[config.mk]
export PLATFORM = sky130hd
export DESIGN_NAME = pc_control_flat
export DESIGN_NICKNAME = d
export VERILOG_FILES = /design/src/rtl/pc_ctrl_pkg.sv /design/src/rtl/pc_control_if.sv /design/src/rtl/pc_branch_cond.sv /design/src/rtl/pc_control.sv /design/src/flat_wrapper.sv
export SDC_FILE = /design/constraint.sdc
export NUM_CORES = 1
export LEC_CHECK = 0
export ABC_AREA = 1
export CAP_MARGIN = 25
export CORE_MARGIN = 2
export CORE_UTILIZATION = 38
export DETAILED_ROUTE_END_ITERATION = 6
export PLACE_DENSITY = 0.83
export SYNTH_ARGS = -nofsm -noshare
export SYNTH_HDL_FRONTEND = slang
export SYNTH_SLANG_ARGS = --single-unit
[constraint.sdc]
create_clock -name clk -period 1.1 [get_ports clk]
set_input_delay 0.33 -clock clk [delete_from_list [all_inputs] [get_ports clk]]
set_output_delay 0.33 -clock clk [all_outputs]
set_load 0.01 [all_outputs]
[src/rtl/pc_ctrl_pkg.sv]
// Shared opcode encodings and default widths for the next-PC selector.
package pc_ctrl_pkg;

  localparam int DEF_PC_W        = 8;
  localparam int DEF_OP_W        = 4;
  localparam int DEF_ALU_W       = 4;
  localparam int DEF_STACK_DEPTH = 4;

  localparam logic [3:0] OP_BEQ  = 4'b0101;
  localparam logic [3:0] OP_BNE  = 4'b0110;
  localparam logic [3:0] OP_JMP  = 4'b0111;
  localparam logic [3:0] OP_CALL = 4'b1000;
  localparam logic [3:0] OP_RET  = 4'b1001;

endpackage

[src/rtl/pc_control_if.sv]
// Bundle between decoder/ALU (master) and the next-PC selector (slave).
interface pc_control_if
  import pc_ctrl_pkg::*;
#(
  parameter int PC_W  = DEF_PC_W,
  parameter int OP_W  = DEF_OP_W,
  parameter int ALU_W = DEF_ALU_W
);

  logic [PC_W-1:0]  PC_now;
  logic [OP_W-1:0]  op_code;
  logic [PC_W-1:0]  inst_addr;
  logic [ALU_W-1:0] ALU;
  logic [PC_W-1:0]  PC_next;

  modport master (output PC_now, output op_code, output inst_addr, output ALU, input PC_next);
  modport slave  (input PC_now, input op_code, input inst_addr, input ALU, output PC_next);

endinterface

[src/rtl/pc_branch_cond.sv]
// Decides whether the instruction redirects to inst_addr (BEQ/BNE/JMP, plus CALL
// when PC_CALL_STACK_EN is defined).
module pc_branch_cond
  import pc_ctrl_pkg::*;
#(
  parameter int OP_W  = DEF_OP_W,
  parameter int ALU_W = DEF_ALU_W
) (
  input  logic [OP_W-1:0]  op_code,
  input  logic [ALU_W-1:0] ALU,
  output logic             take_branch
);

  logic alu_zero;

  assign alu_zero = (ALU == '0);

  always_comb begin
    // NOTE: every path assigns take_branch through the default first, so no latch is inferred.
    take_branch = 1'b0;
    case (op_code)
      OP_BEQ:  take_branch = alu_zero;
      OP_BNE:  take_branch = !alu_zero;
      OP_JMP:  take_branch = 1'b1;
`ifdef PC_CALL_STACK_EN
      OP_CALL: take_branch = 1'b1;
`endif
      default: take_branch = 1'b0;
    endcase
  end

endmodule

[src/rtl/pc_control.sv]
// Registered next-PC selector. Define PC_CALL_STACK_EN to add a circular
// return-address stack driven by CALL/RET.
module pc_control
  import pc_ctrl_pkg::*;
#(
  parameter int PC_W  = DEF_PC_W,
  parameter int OP_W  = DEF_OP_W,
  parameter int ALU_W = DEF_ALU_W
`ifdef PC_CALL_STACK_EN
  ,
  parameter int STACK_DEPTH = DEF_STACK_DEPTH
`endif
) (
  input  logic        clk,
  input  logic        rst,
  pc_control_if.slave bus
);

  logic            take_branch;
  logic [PC_W-1:0] pc_inc;
  logic [PC_W-1:0] next_pc;

  pc_branch_cond #(
    .OP_W  (OP_W),
    .ALU_W (ALU_W)
  ) u_branch_cond (
    .op_code     (bus.op_code),
    .ALU         (bus.ALU),
    .take_branch (take_branch)
  );

  // Wraps modulo 2^PC_W by truncation.
  assign pc_inc = bus.PC_now + 1'b1;

`ifdef PC_CALL_STACK_EN
  localparam int SP_W = (STACK_DEPTH > 1) ? $clog2(STACK_DEPTH) : 1;

  logic [PC_W-1:0] stack_mem [STACK_DEPTH];
  logic [SP_W-1:0] sp;      // next slot to write; top of stack is sp-1
  logic [SP_W:0]   count;
  logic [SP_W-1:0] sp_inc;
  logic [SP_W-1:0] sp_dec;
  logic            is_call;
  logic            do_pop;

  assign sp_inc  = (sp == SP_W'(STACK_DEPTH - 1)) ? '0 : sp + 1'b1;
  assign sp_dec  = (sp == '0) ? SP_W'(STACK_DEPTH - 1) : sp - 1'b1;
  assign is_call = (bus.op_code == OP_CALL);
  assign do_pop  = (bus.op_code == OP_RET) && (count != '0);

  always_comb begin
    next_pc = pc_inc;
    if (take_branch) next_pc = bus.inst_addr;
    else if (do_pop) next_pc = stack_mem[sp_dec];
  end

  always_ff @(posedge clk) begin
    if (rst) begin
      sp    <= '0;
      count <= '0;
    end else if (is_call) begin
      sp <= sp_inc;
      // Full stack overwrites the oldest entry; depth saturates.
      if (count != (SP_W + 1)'(STACK_DEPTH)) count <= count + 1'b1;
    end else if (do_pop) begin
      sp    <= sp_dec;
      count <= count - 1'b1;
    end
  end

  // NOTE: storage is not reset; count==0 makes stale entries unreachable.
  always_ff @(posedge clk) begin
    if (!rst && is_call) stack_mem[sp] <= pc_inc;
  end
`else
  always_comb begin
    next_pc = take_branch ? bus.inst_addr : pc_inc;
  end
`endif

  always_ff @(posedge clk) begin
    // NOTE: sequential state uses non-blocking assignments so all registers update together.
    if (rst) bus.PC_next <= '0;
    else     bus.PC_next <= next_pc;
  end

endmodule

[src/flat_wrapper.sv]
// flat-port wrapper written by rule: the top's interface ports become plain ports
module pc_control_flat import pc_ctrl_pkg::*;
#(
  parameter int PC_W  = DEF_PC_W,
  parameter int OP_W  = DEF_OP_W,
  parameter int ALU_W = DEF_ALU_W

)
  (clk, rst, bus_PC_now, bus_op_code, bus_inst_addr, bus_ALU, bus_PC_next);
  pc_control_if #(.PC_W(PC_W), .OP_W(OP_W), .ALU_W(ALU_W)) bus_i ();
  input  logic clk;
  input  logic rst;
  input wire logic [$bits(bus_i.PC_now)-1:0] bus_PC_now;
  input wire logic [$bits(bus_i.op_code)-1:0] bus_op_code;
  input wire logic [$bits(bus_i.inst_addr)-1:0] bus_inst_addr;
  input wire logic [$bits(bus_i.ALU)-1:0] bus_ALU;
  output wire logic [$bits(bus_i.PC_next)-1:0] bus_PC_next;
  assign bus_i.PC_now = bus_PC_now;
  assign bus_i.op_code = bus_op_code;
  assign bus_i.inst_addr = bus_inst_addr;
  assign bus_i.ALU = bus_ALU;
  assign bus_PC_next = bus_i.PC_next;
  pc_control #(.PC_W(PC_W), .OP_W(OP_W), .ALU_W(ALU_W)) u_core (.clk(clk), .rst(rst), .bus(bus_i));
endmodule
After elaboration in Yosys (flattened, before gate mapping)
Index checks and enable logic that the tools add are counted.

Bitwise logic cells: 0. Add/subtract/negate cells: 1. Equal/unequal tests: 3. $mul: 0. Div/mod/pow operators: 0. Shift operators: 0. Reductions and logical operators: 2. Muxes and demuxes: 2. Magnitude comparators: 0.

Operators by type and width (number): $eq A4 B3 Y1 const B (3); $add A8 B1 Y8 const B (1); $mux W8 (1); $logic_not A4 Y1 (1); $pmux W1 S3 (1); $logic_not A1 Y1 (1).

RAM bits: 0. Memories: 0. Word-level logic and storage cells: 9. Bits in latches: 0. Bits in registers: 8. ROM bits: 0.

Depth between registers and ports, before layout
Gate-level depths: netlist (run 1).

Word-level depth: 4. Gate-level depth with buffers: 7.

By module
Synthesis (run 1) repeated with hierarchy kept, for this count alone.

Cells, all modules: 79. Area, all modules: 480.5 sq um.

By module, submodules not included: pc_control (area each 439.2 sq um, sequential area each 160.2 sq um, times used 1, cells each 70); pc_branch_cond (area each 41.3 sq um, sequential area each 0.0 sq um, times used 1, cells each 9).

Worst setup path before layout (run 1)
OpenSTA, ideal clock, no wires.

Kind: input to register. Start point: input bus_PC_now[0]. End point: register u_core.bus.PC_next[6]. Data required time: 0.987 ns. Path slack: 0.071 ns. Path buffers: 0. Arrival: 0.916 ns. Library setup time: 0.113 ns. Cell stages on the path: 6. Path through: ha_1 nand3_1 o21ai_0 nand2_1 nor2_1 nor2_1.

Longest elaborated chain between the ends: 2.

Ends and longest elaborated chain: start, declared (RTL line flat_wrapper.sv:13) `input wire logic [$bits(bus_i.PC_now)-1:0] bus_PC_now;`; $add A8 B1 Y8 (RTL line pc_control.sv:33) `assign pc_inc = bus.PC_now + 1'b1;`; $mux W8 (RTL line pc_control.sv:77) `next_pc = take_branch ? bus.inst_addr : pc_inc;`; end signal, assigned (RTL line pc_control.sv:84) `else bus.PC_next <= next_pc;`; end, declared (RTL line pc_control_if.sv:17) `modport slave (input PC_now, input op_code, input inst_addr, input ALU, output PC_next);`.

Every way passes these cells. A chain may end at the register's enable or synchronous reset.

Worst setup path in the final report (run 1)
Start point: input bus_PC_now[1]. End point: register u_core.bus.PC_next[2].

The elaborated chain is that of the path after synthesis.

==> key figures, run 1 <==
Cells and area
  • Final Instance Area: 0.00108 sq mm
  • Largest register by flop count: u_core.bus.PC_next
  • Max reg flops: 8
  • Area delta synth->final: 67.6%
  • Number of diodes: 0
  • Layout cells sized above 1: 0.336
  • Largest registers: u_core.bus.PC_next x8
  • Final #Nets: 172

Yosys
  • Synth warn: 0
  • Register area share after synthesis: 0.249
  • Synth unique cells: 20
  • Top cells by count, synth: 23 x nand2_1, 20 x inv_1, 15 x nor2_1
  • Cells after Synth: 96
  • FFs w/ async S/R, synth: 0
  • Synth area leaders: dfxtp_1 25%, nand2_1 13%, inv_1 12%
  • Syn Area/Cell: 6.71 sq um
  • Post-synth EDFFs: 0
  • Area leader, netlist: dfxtp_1
  • Synth Flop Type: dfxtp_1
  • Post-Synthesis Cell Area: 644 sq um
  • Synth top area share: 0.249
  • Syn nets: 123
  • Count leader, synth: nand2_1
  • #FFs+latches synth: 8

Placement
  • Routability congestion estimate: about 0.85
  • PortBufs: 33
  • Placed Area: a little over 0.001 sq mm
  • HPWL Detailed: about 1.3 mm

Critical path
  • CP startpoint: bus_PC_now[1]
  • Kind of critical path: in -> reg
  • Worst EP required: 1.24 ns
  • CP Capture Type: flip-flop
  • Setup crit end: u_core.bus.PC_next[2]
  • Worst Setup Start Kind: input port
  • CP Max Fanout: 3
  • CP Data Arrival Time: 1.19 ns

STA
  • Final Slew Violations: 0
  • Slew headroom: 0.794
  • Hold_ws: 0.467 ns
  • Part of the cycle the worst path needs: 0.949
  • Fin. Hold Viols: 0
  • # setup viols final: 0
  • Fmax: 958 MHz
  • Least-Margin Pin Slew: between 0.3 and 0.4 ns
  • Final min period: approximately 1.0 ns

Clock tree
  • Hold_buf cts: 0
  • CTS tree: done
  • H-tree levels: 1
  • Cts bufs inserted: 3
  • Clock sink count: 8
  • Clock root cell: clkbuf_4
  • Clock Pin Slew Worst Setup and Hold Paths: 0.05 ns
  • CTS Buffer Depth: 2

Detailed routing
  • Drt first pass iters: 4
  • Top sig layer: met4
  • Post-route DRC violation count: 0
  • Routed length on met2: 1.04 mm
  • Post-DRT Antenna Nets: 0
  • DR vias: between 700 and 800
  • Wl on met1: 755 um
  • Iter 0 DRT Violations: 10
  • Wire per inst: 12.4 um
  • Drt via density: 4.86
  • WL final: 1.98 mm
  • Wire length on met3: about 130 um

Power and ir drop
  • Logic pwr share: 0.377
  • Sequential power share: 0.371
  • Clock share of power: 0.252
  • PD cells: 791 mW/mm^2
  • LEAKAGE: 0.579 nW
  • Int Pwr: 0.591 mW
  • Switching Share: 0.308
  • Max IR drop VDD: 0.389 mV
  • Switching power summed over all nets: 0.263 mW

Job
  • Maxcap violations: 0

Worst hold path
  • Worst min-delay path category: in -> reg
  • Cell depth of the worst hold path: 5

Floorplan
  • Core Footprint: ~0.0015 sq mm
  • Die Area: 0.00204 sq mm
  • Ports: 34
  • Die Y: 45.2 um
  • Starting Density: 0.418
  • Die W: 45.2 um
  • Row count: 14

Global route
  • Largest net degree at the start of global routing: 9
  • Vias in the first global route: 779
  • Initial antenna violation count: 0
  • Global-route wire length before repair: approximately 3.3 mm
  • Grt total ovfl: 0
  • GRT Resource Usage Total: 0.226

Run status
  • Status: completed
-- placed cells by master, fill, tap and decap left out, drive strengths merged --
cell	count
xnor2	1
clkdlybuf4s50	10
nand3	7
inv	23
clkdlybuf4s15	1
ha	1
nor2	20
buf	16
xor2	2
nand2	27
dlygate4sd2	9
o21ai	2
clkbuf	8
nand4	8
dfxtp	8
-- how the worst min path moves through the flow --
stage                                        to             start
final                     u_core.bus.PC_next[0]     bus_PC_now[0]
after global routing      u_core.bus.PC_next[0]     bus_PC_now[0]
after CTS                 u_core.bus.PC_next[0]     bus_PC_now[0]
after detailed placement  u_core.bus.PC_next[0]  bus_inst_addr[0]
after global placement    u_core.bus.PC_next[5]  bus_inst_addr[5]
after floorplan           u_core.bus.PC_next[0]     bus_PC_now[0]
-- kinds of logic after synthesis --
logic type | count (synthesis) | share of synthesized area
XOR/XNOR | 3 | 0.0408
flip-flops | 8 | 0.249
AND/OR/NAND/NOR | 59 | 0.526
buffers and inverters | 23 | 0.150
adder cells (fa/ha/maj) | 1 | 0.0194
AO/OA/AOI/OAI | 2 | 0.0155
-- power by group through the flow --
stage                     clock network [mW]  logic (mW)  registers (mW)
final                                  0.215       0.322           0.317
after floorplan                            0       0.124           0.337
after CTS                              0.221       0.318           0.318
after global routing                   0.240       0.352           0.318
after global placement                     0       0.313           0.324
after detailed placement                   0       0.320           0.324
-- cell type report --
class,instances,area (sq um)
tap,16,20.0
sequential,8,160
fill,125,462
multi-input combinational,68,459
inverter,23,96.3
clock buffer,3,22.5
timing repair buffer,41,322
-- what timing repair did --
action | CTS | global route
hold endpoints to repair | 0 | 0
cloned | 3 | 0
resized for setup | 52 | 19
setup buffers | 2 | 1
pin swaps | 13 | 13
setup endpoints to repair | 16 | 13
-- layer usage --
metal	vias to the layer above	track usage
li1	396	-
met1	336	0.253
met2	32	0.386
met3	8	0.0680
met4	0	0.112
met5	-	0
-- critical path: stages --
cell and delay, ns:
clkdlybuf4s15_1 0.21, ha_2 0.22, buf_4 0.14, xnor2_2 0.14
nand2_1 0.06, inv_1 0.05, nor2_1 0.03
-- through the flow --
step	instances	setup TNS [ns]	total power, mW	utilization	worst slack, ns
finish	159	0	0.854	0.700	0.0563
detailed placement	150	-3.93	0.644	0.670	-0.597
global route	159	-0.000563	0.910	0.700	-0.000563
CTS	158	0	0.857	0.715	0.00472
global placement	150	-3.55	0.636	0.670	-0.478
floorplan	96	0	0.461	-	0.0713
No activity file was read; power rests on OpenSTA's default activity.
==> inputs of run 2 (changes only) <==
--- a/config.mk
+++ b/config.mk
@@ -11,6 +11,7 @@
 export CORE_UTILIZATION = 38
 export DETAILED_ROUTE_END_ITERATION = 6
 export PLACE_DENSITY = 0.83
+export RECOVER_POWER = 25
 export SYNTH_ARGS = -nofsm -noshare
 export SYNTH_HDL_FRONTEND = slang
 export SYNTH_SLANG_ARGS = --single-unit
==> results of run 2 <==
No change in the layout: final DEF, timing and power equal those of run 1.
==> inputs of run 3 (changes only) <==
--- a/config.mk
+++ b/config.mk
@@ -12,6 +12,7 @@
 export DETAILED_ROUTE_END_ITERATION = 6
 export PLACE_DENSITY = 0.83
 export RECOVER_POWER = 25
+export SLEW_MARGIN = 20
 export SYNTH_ARGS = -nofsm -noshare
 export SYNTH_HDL_FRONTEND = slang
 export SYNTH_SLANG_ARGS = --single-unit
==> results of run 3 <==
No change in the layout: final DEF, timing and power equal those of run 1.
==> patch 1, RTL diff (flow settings as in run 1) <==
Set the package constant `DEF_OP_W` to 5 (it was 4).
--- a/src/rtl/pc_ctrl_pkg.sv
+++ b/src/rtl/pc_ctrl_pkg.sv
@@ -2,7 +2,7 @@
 package pc_ctrl_pkg;
 
   localparam int DEF_PC_W        = 8;
-  localparam int DEF_OP_W        = 4;
+  localparam int DEF_OP_W        = 5;
   localparam int DEF_ALU_W       = 4;
   localparam int DEF_STACK_DEPTH = 4;
 
Interface: changed (resized bus_op_code); port bits go from 34 to 35. No check against the original RTL was run, so the function may have changed too.
==> patch 1 against run 1 <==
  * Power is 3.2% lower
  * Final area is 1.7% lower
  * Die area fell by 9.9%
  * Non-clock buffer count up 3
  * Critical path type unchanged
  * Worst hold slack better by 0.069 ns
  * First-iteration DRC count is 100% higher
  * Fmax barely moved
  * Routed wire length shrank 3.8%
  * Count of clock-buffer cells in the layout unchanged
  * Synthesized area fell by 11%
  * Setup slack hardly changed
  * Sequential cell count unchanged
  * Critical path depth unchanged
==> patch 1: results (changes against run 1) <==
outcome = complete, no violations
GR Util All Layers = 21.6% (-0.99 points)
synth unique cells = 14 (-30%)
DR WL/cell = 12.0 um (-3.8%)
Top Registers = u_core.bus.PC_next (8)
first-pass GRT wire length = 2.94 mm (-11%)
top_reg_cell synth = dfxtp_1
Avg Cell Area, Syn = 5.98 um^2 (-11%)
port bufs = 34 (+3.0%)
vias in the first global route = 762 (-2.2%)
WHS Path Cells = 6 (+1)
slowest CP cell = nor3_4
peak supply drop = 0.350 mV (-9.9%)
post-CTS setup buffers = 0 (-2)
Synth Area in XOR/XNOR = 4.58% (+0.50 points)
synthesized net count = 124 (+0.81%)
synth cell count leaders = nand2_1, inv_1, nor2_1
final net count = 173 (+0.58%)
Pleak = 0.564 nW (-2.6%)
largest cells by area after synthesis = dfxtp_1, nand2_1, inv_1, nor2_1, nand4_1
RD Place Congestion = 0.834 (-1.9%)
DRT iter0 DRCs = 20 (+10)
Worst Path Max Fanout = 8 (+5)
Synth Area in Adders = 2.18% (+0.24 points)
max_slew headroom = 81.5% (+2.1 points)
Cell Area, Placed = 1020 um^2 (-0.97%)
Synth Area in Compound Gates = 1.74% (+0.19 points)
post-DP HPWL = 1.29 mm (about the same)
DR vias/cell = 4.84 (-0.26%)
## patch 1: area by class of cell
class / count / area (um^2)
timing repair buffer: 44 / 358
sequential: 8 / 160
fill: 105 / 393
clock buffer: 3 / 22.5
inverter: 23 / 86.3
multi-input combinational: 65 / 414
tap: 16 / 20.0
## patch 1: what timing repair did
item                       4_1_cts  5_1_grt
hold endpoints to repair         0        0
resized for setup               64       25
pin swaps                       13       10
gates cloned                     0        0
setup endpoints to repair       16       14
## patch 1: cell families (layout without fill, tap and decap cells)
group,Yosys count,count (layout)
adders and majority gates,1,1
xor gates and xnor gates,3,3
and+or+nand+nor,59,59
AOI/OAI and AO/OA,2,2
DFF,8,8
buffers and inverters,23,70
## patch 1: critical path, delay by kind of cell
family                 cells  cell delay [ns]
AND/OR/NAND/NOR            4             0.45
buffers and inverters      3             0.40
## patch 1: path summary, 6_finish.rpt
path | startpoint | endpoint | slack (ns)
worst max-delay path | bus_op_code[2] | u_core.bus.PC_next[5] | 0.06
worst min-delay path | bus_op_code[3] | u_core.bus.PC_next[3] | 0.54
## patch 1: where the power goes
part / switching (mW) / internal (mW) / leakage (nW)
Combinational: 0.148 / 0.153 / 0.483
Sequential: 0.00424 / 0.312 / 0.0667
Clock: 0.0856 / 0.124 / 0.0138
Total: 0.238 / 0.589 / 0.564
## patch 1: through the flow
stage / utilization, % / worst slack, ns / power, mW / TNS (ns)
6_report: 73.0 / 0.0568 / 0.827 / 0
5_1_grt: 73.0 / 0.000499 / 0.881 / 0
4_1_cts: 74.7 / 0.0000415 / 0.825 / 0
3_5_place_dp: 70.3 / -0.486 / 0.622 / -3.92
3_3_place_gp: 70.3 / -0.451 / 0.616 / -3.73
2_1_floorplan: - / 0.0409 / 0.429 / 0
## patch 1: layer usage
| layer | track usage (%) | wire [um] | vias to the layer above | part of all wire [%] |
|---|---|---|---|---|
| li1 | - | - | 387 | - |
| met2 | 39.4 | 1060 | 28 | 56 |
| met1 | 21.2 | 664 | 345 | 35 |
| met5 | 0 | 0 | - | 0 |
| met3 | 3.40 | 93 | 10 | 4.9 |
| met4 | 16.9 | 85 | 0 | 4.5 |
==> patch 2, RTL diff (flow settings as in run 1) <==
Made on the original files. Build with the macro `PC_CALL_STACK_EN` defined.
--- a/src/rtl/pc_branch_cond.sv
+++ b/src/rtl/pc_branch_cond.sv
@@ -1,5 +1,7 @@
 // Decides whether the instruction redirects to inst_addr (BEQ/BNE/JMP, plus CALL
 // when PC_CALL_STACK_EN is defined).
+`define PC_CALL_STACK_EN
+
 module pc_branch_cond
   import pc_ctrl_pkg::*;
 #(
Behaviour: not the same (Yosys sat finds a counterexample within 4 cycles, from zero or initial values and one cycle with rst high).
==> patch 2 against run 1 <==
  * The run now ends with negative setup slack left
  * Power grew to 4.3 times the old value
  * Final cell count grew to 2.9 times the old value
  * Non-clock buffer count is 36 higher
  * Synthesized area grew to 3.8 times the old value
  * Final area grew to 3.3 times the old value
  * Setup slack worse by 0.39 ns
  * Critical path type is now flop to flop
  * Sequential cell count is 37 higher
  * Via count grew to 3.0 times the old value
  * Routed wire length grew to 3.6 times the old value
  * Largest power group is now registers
==> patch 2: results (changes against run 1) <==
Num CTS Buffers = 5 (+2)
synth cell count leaders = nand2_1, inv_1, nand3_1
DRT iter0 DRCs = 204 (+194)
failing checks = negative setup slack
Reg clk slew, reported paths = 0.09 ns (+0.04 ns)
total iterations of the first detailed-routing run = 7 (+3)
max_slew headroom = 80.6% (+1.1 points)
Worst Path Max Fanout = 8 (+5)
clk buf depth = 2 (unchanged)
post-DP HPWL = 4.26 mm (+230%)
pin count of the biggest net entering global routing = 17 (+8)
H-tree lvl count = 2 (+1)
largest cells by area after synthesis = edfxtp_1, nand2_1, dfxtp_1, nand3_1, inv_1
final net count = 408 (+140%)
Pleak = 1.58 nW (+170%)
outcome = finished with violations
post-synthesis sequential area ratio = 50.5% (+26 points)
Root Driver = clkbuf_8
GR Util All Layers = 21.0% (-1.6 points)
M1 GR Usage = 22.1% (-3.2 points)
DR WL/cell = 15.6 um (+25%)
peak supply drop = 0.535 mV (+38%)
Setup WS post-layout = -0.336 ns (-0.392 ns)
CP Launch Point = u_core.sp[1]
synthesized net count = 330 (+170%)
layout cells sized above 1 = 36.1% (+2.5 points)
vias in the first global route = 2292 (+190%)
slowest cell delay on critical path = 0.35 ns (+0.13 ns)
kind of cell adding the most delay to the critical path = simple AND/OR/NAND/NOR gates
endpoints failing setup = 45 (+45)
DR vias/cell = 5.06 (+4.2%)
pre-CTS setup slack = -0.989 ns (-0.391 ns)
first-pass GRT wire length = 11.3 mm (+240%)
slowest CP cell = dfxtp_2
GRT met3 Usage = 4.65% (-2.2 points)
RD Place Congestion = 0.828 (-2.6%)
Top Registers = u_core.stack_mem (32), u_core.bus.PC_next (8), u_core.count (3)
Post-synth EDFFs = 32 (+32)
Hold WS = 0.447 ns (-0.0194 ns)
critical path endpoint = u_core.bus.PC_next[5]
grt met2 use = 37.9% (-0.68 points)
worst reg2reg path depth = 11
synth unique cells = 25 (+25%)
Layout Skew = 0.00994 ns
[patch 2: area by class of cell]
type,count,area [um^2]
inverter,49,234
fill,522,2680
clock buffer,8,90.1
tap,77,96.3
timing repair buffer,77,669
multi-input combinational,198,1240
sequential,45,1230
[patch 2: how the worst min path moves through the flow]
stage,startpoint,end,cells past startpoint
2_1_floorplan,rst,u_core.sp[0],1
3_3_place_gp,u_core.count[2],u_core.count[2],3
3_5_place_dp,u_core.count[2],u_core.count[2],3
4_1_cts,rst,u_core.sp[0],3
5_1_grt,bus_PC_now[1],u_core.stack_mem[2][1],2
6_report,bus_PC_now[1],u_core.stack_mem[2][1],2
[patch 2: repair_timing]
item	4_1_cts	5_1_grt
gates cloned	3	0
setup endpoints to repair	77	61
pin swaps	22	6
hold buffers	0	0
resized for setup	121	16
buffers inserted	13	1
[patch 2: per-layer routing]
| layer | vias to the layer above | share of wire (%) | wire [um] |
|---|---|---|---|
| met5 | - | 0 | 0 |
| met4 | 0 | 5.5 | 388 |
| met3 | 33 | 6.7 | 474 |
| met2 | 112 | 52 | 3700 |
| met1 | 1058 | 35 | 2510 |
| li1 | 1093 | - | - |
[patch 2: per-stage QoR]
step	setup TNS (ns)	util [%]	area, um^2	cells
6_report	-10.06	57.1	3560	454
2_1_floorplan	-12.51	-	2590	298
3_3_place_gp	-55.74	51.0	3180	431
5_1_grt	-11.89	57.1	3560	454
3_5_place_dp	-59.13	51.0	3180	431
4_1_cts	-9.10	56.6	3530	454
[patch 2: logic make-up (layout without fill, tap and decap cells)]
kind of cell,Yosys count,in the layout,synth area share [%]
AO/OA/AOI/OAI,13,13,2.90
XOR/XNOR,3,3,1.09
adder cells (fa/ha/maj),6,6,3.41
buffers and inverters,57,134,10.5
flip-flops,45,45,50.5
AND/OR/NAND/NOR,174,176,31.6
[patch 2: report_power, final]
part / switching, mW / internal (mW) / leakage (nW)
clock network: 0.556 / 0.513 / 0.0455
registers: 0.0158 / 1.85 / 0.398
logic: 0.375 / 0.330 / 1.14
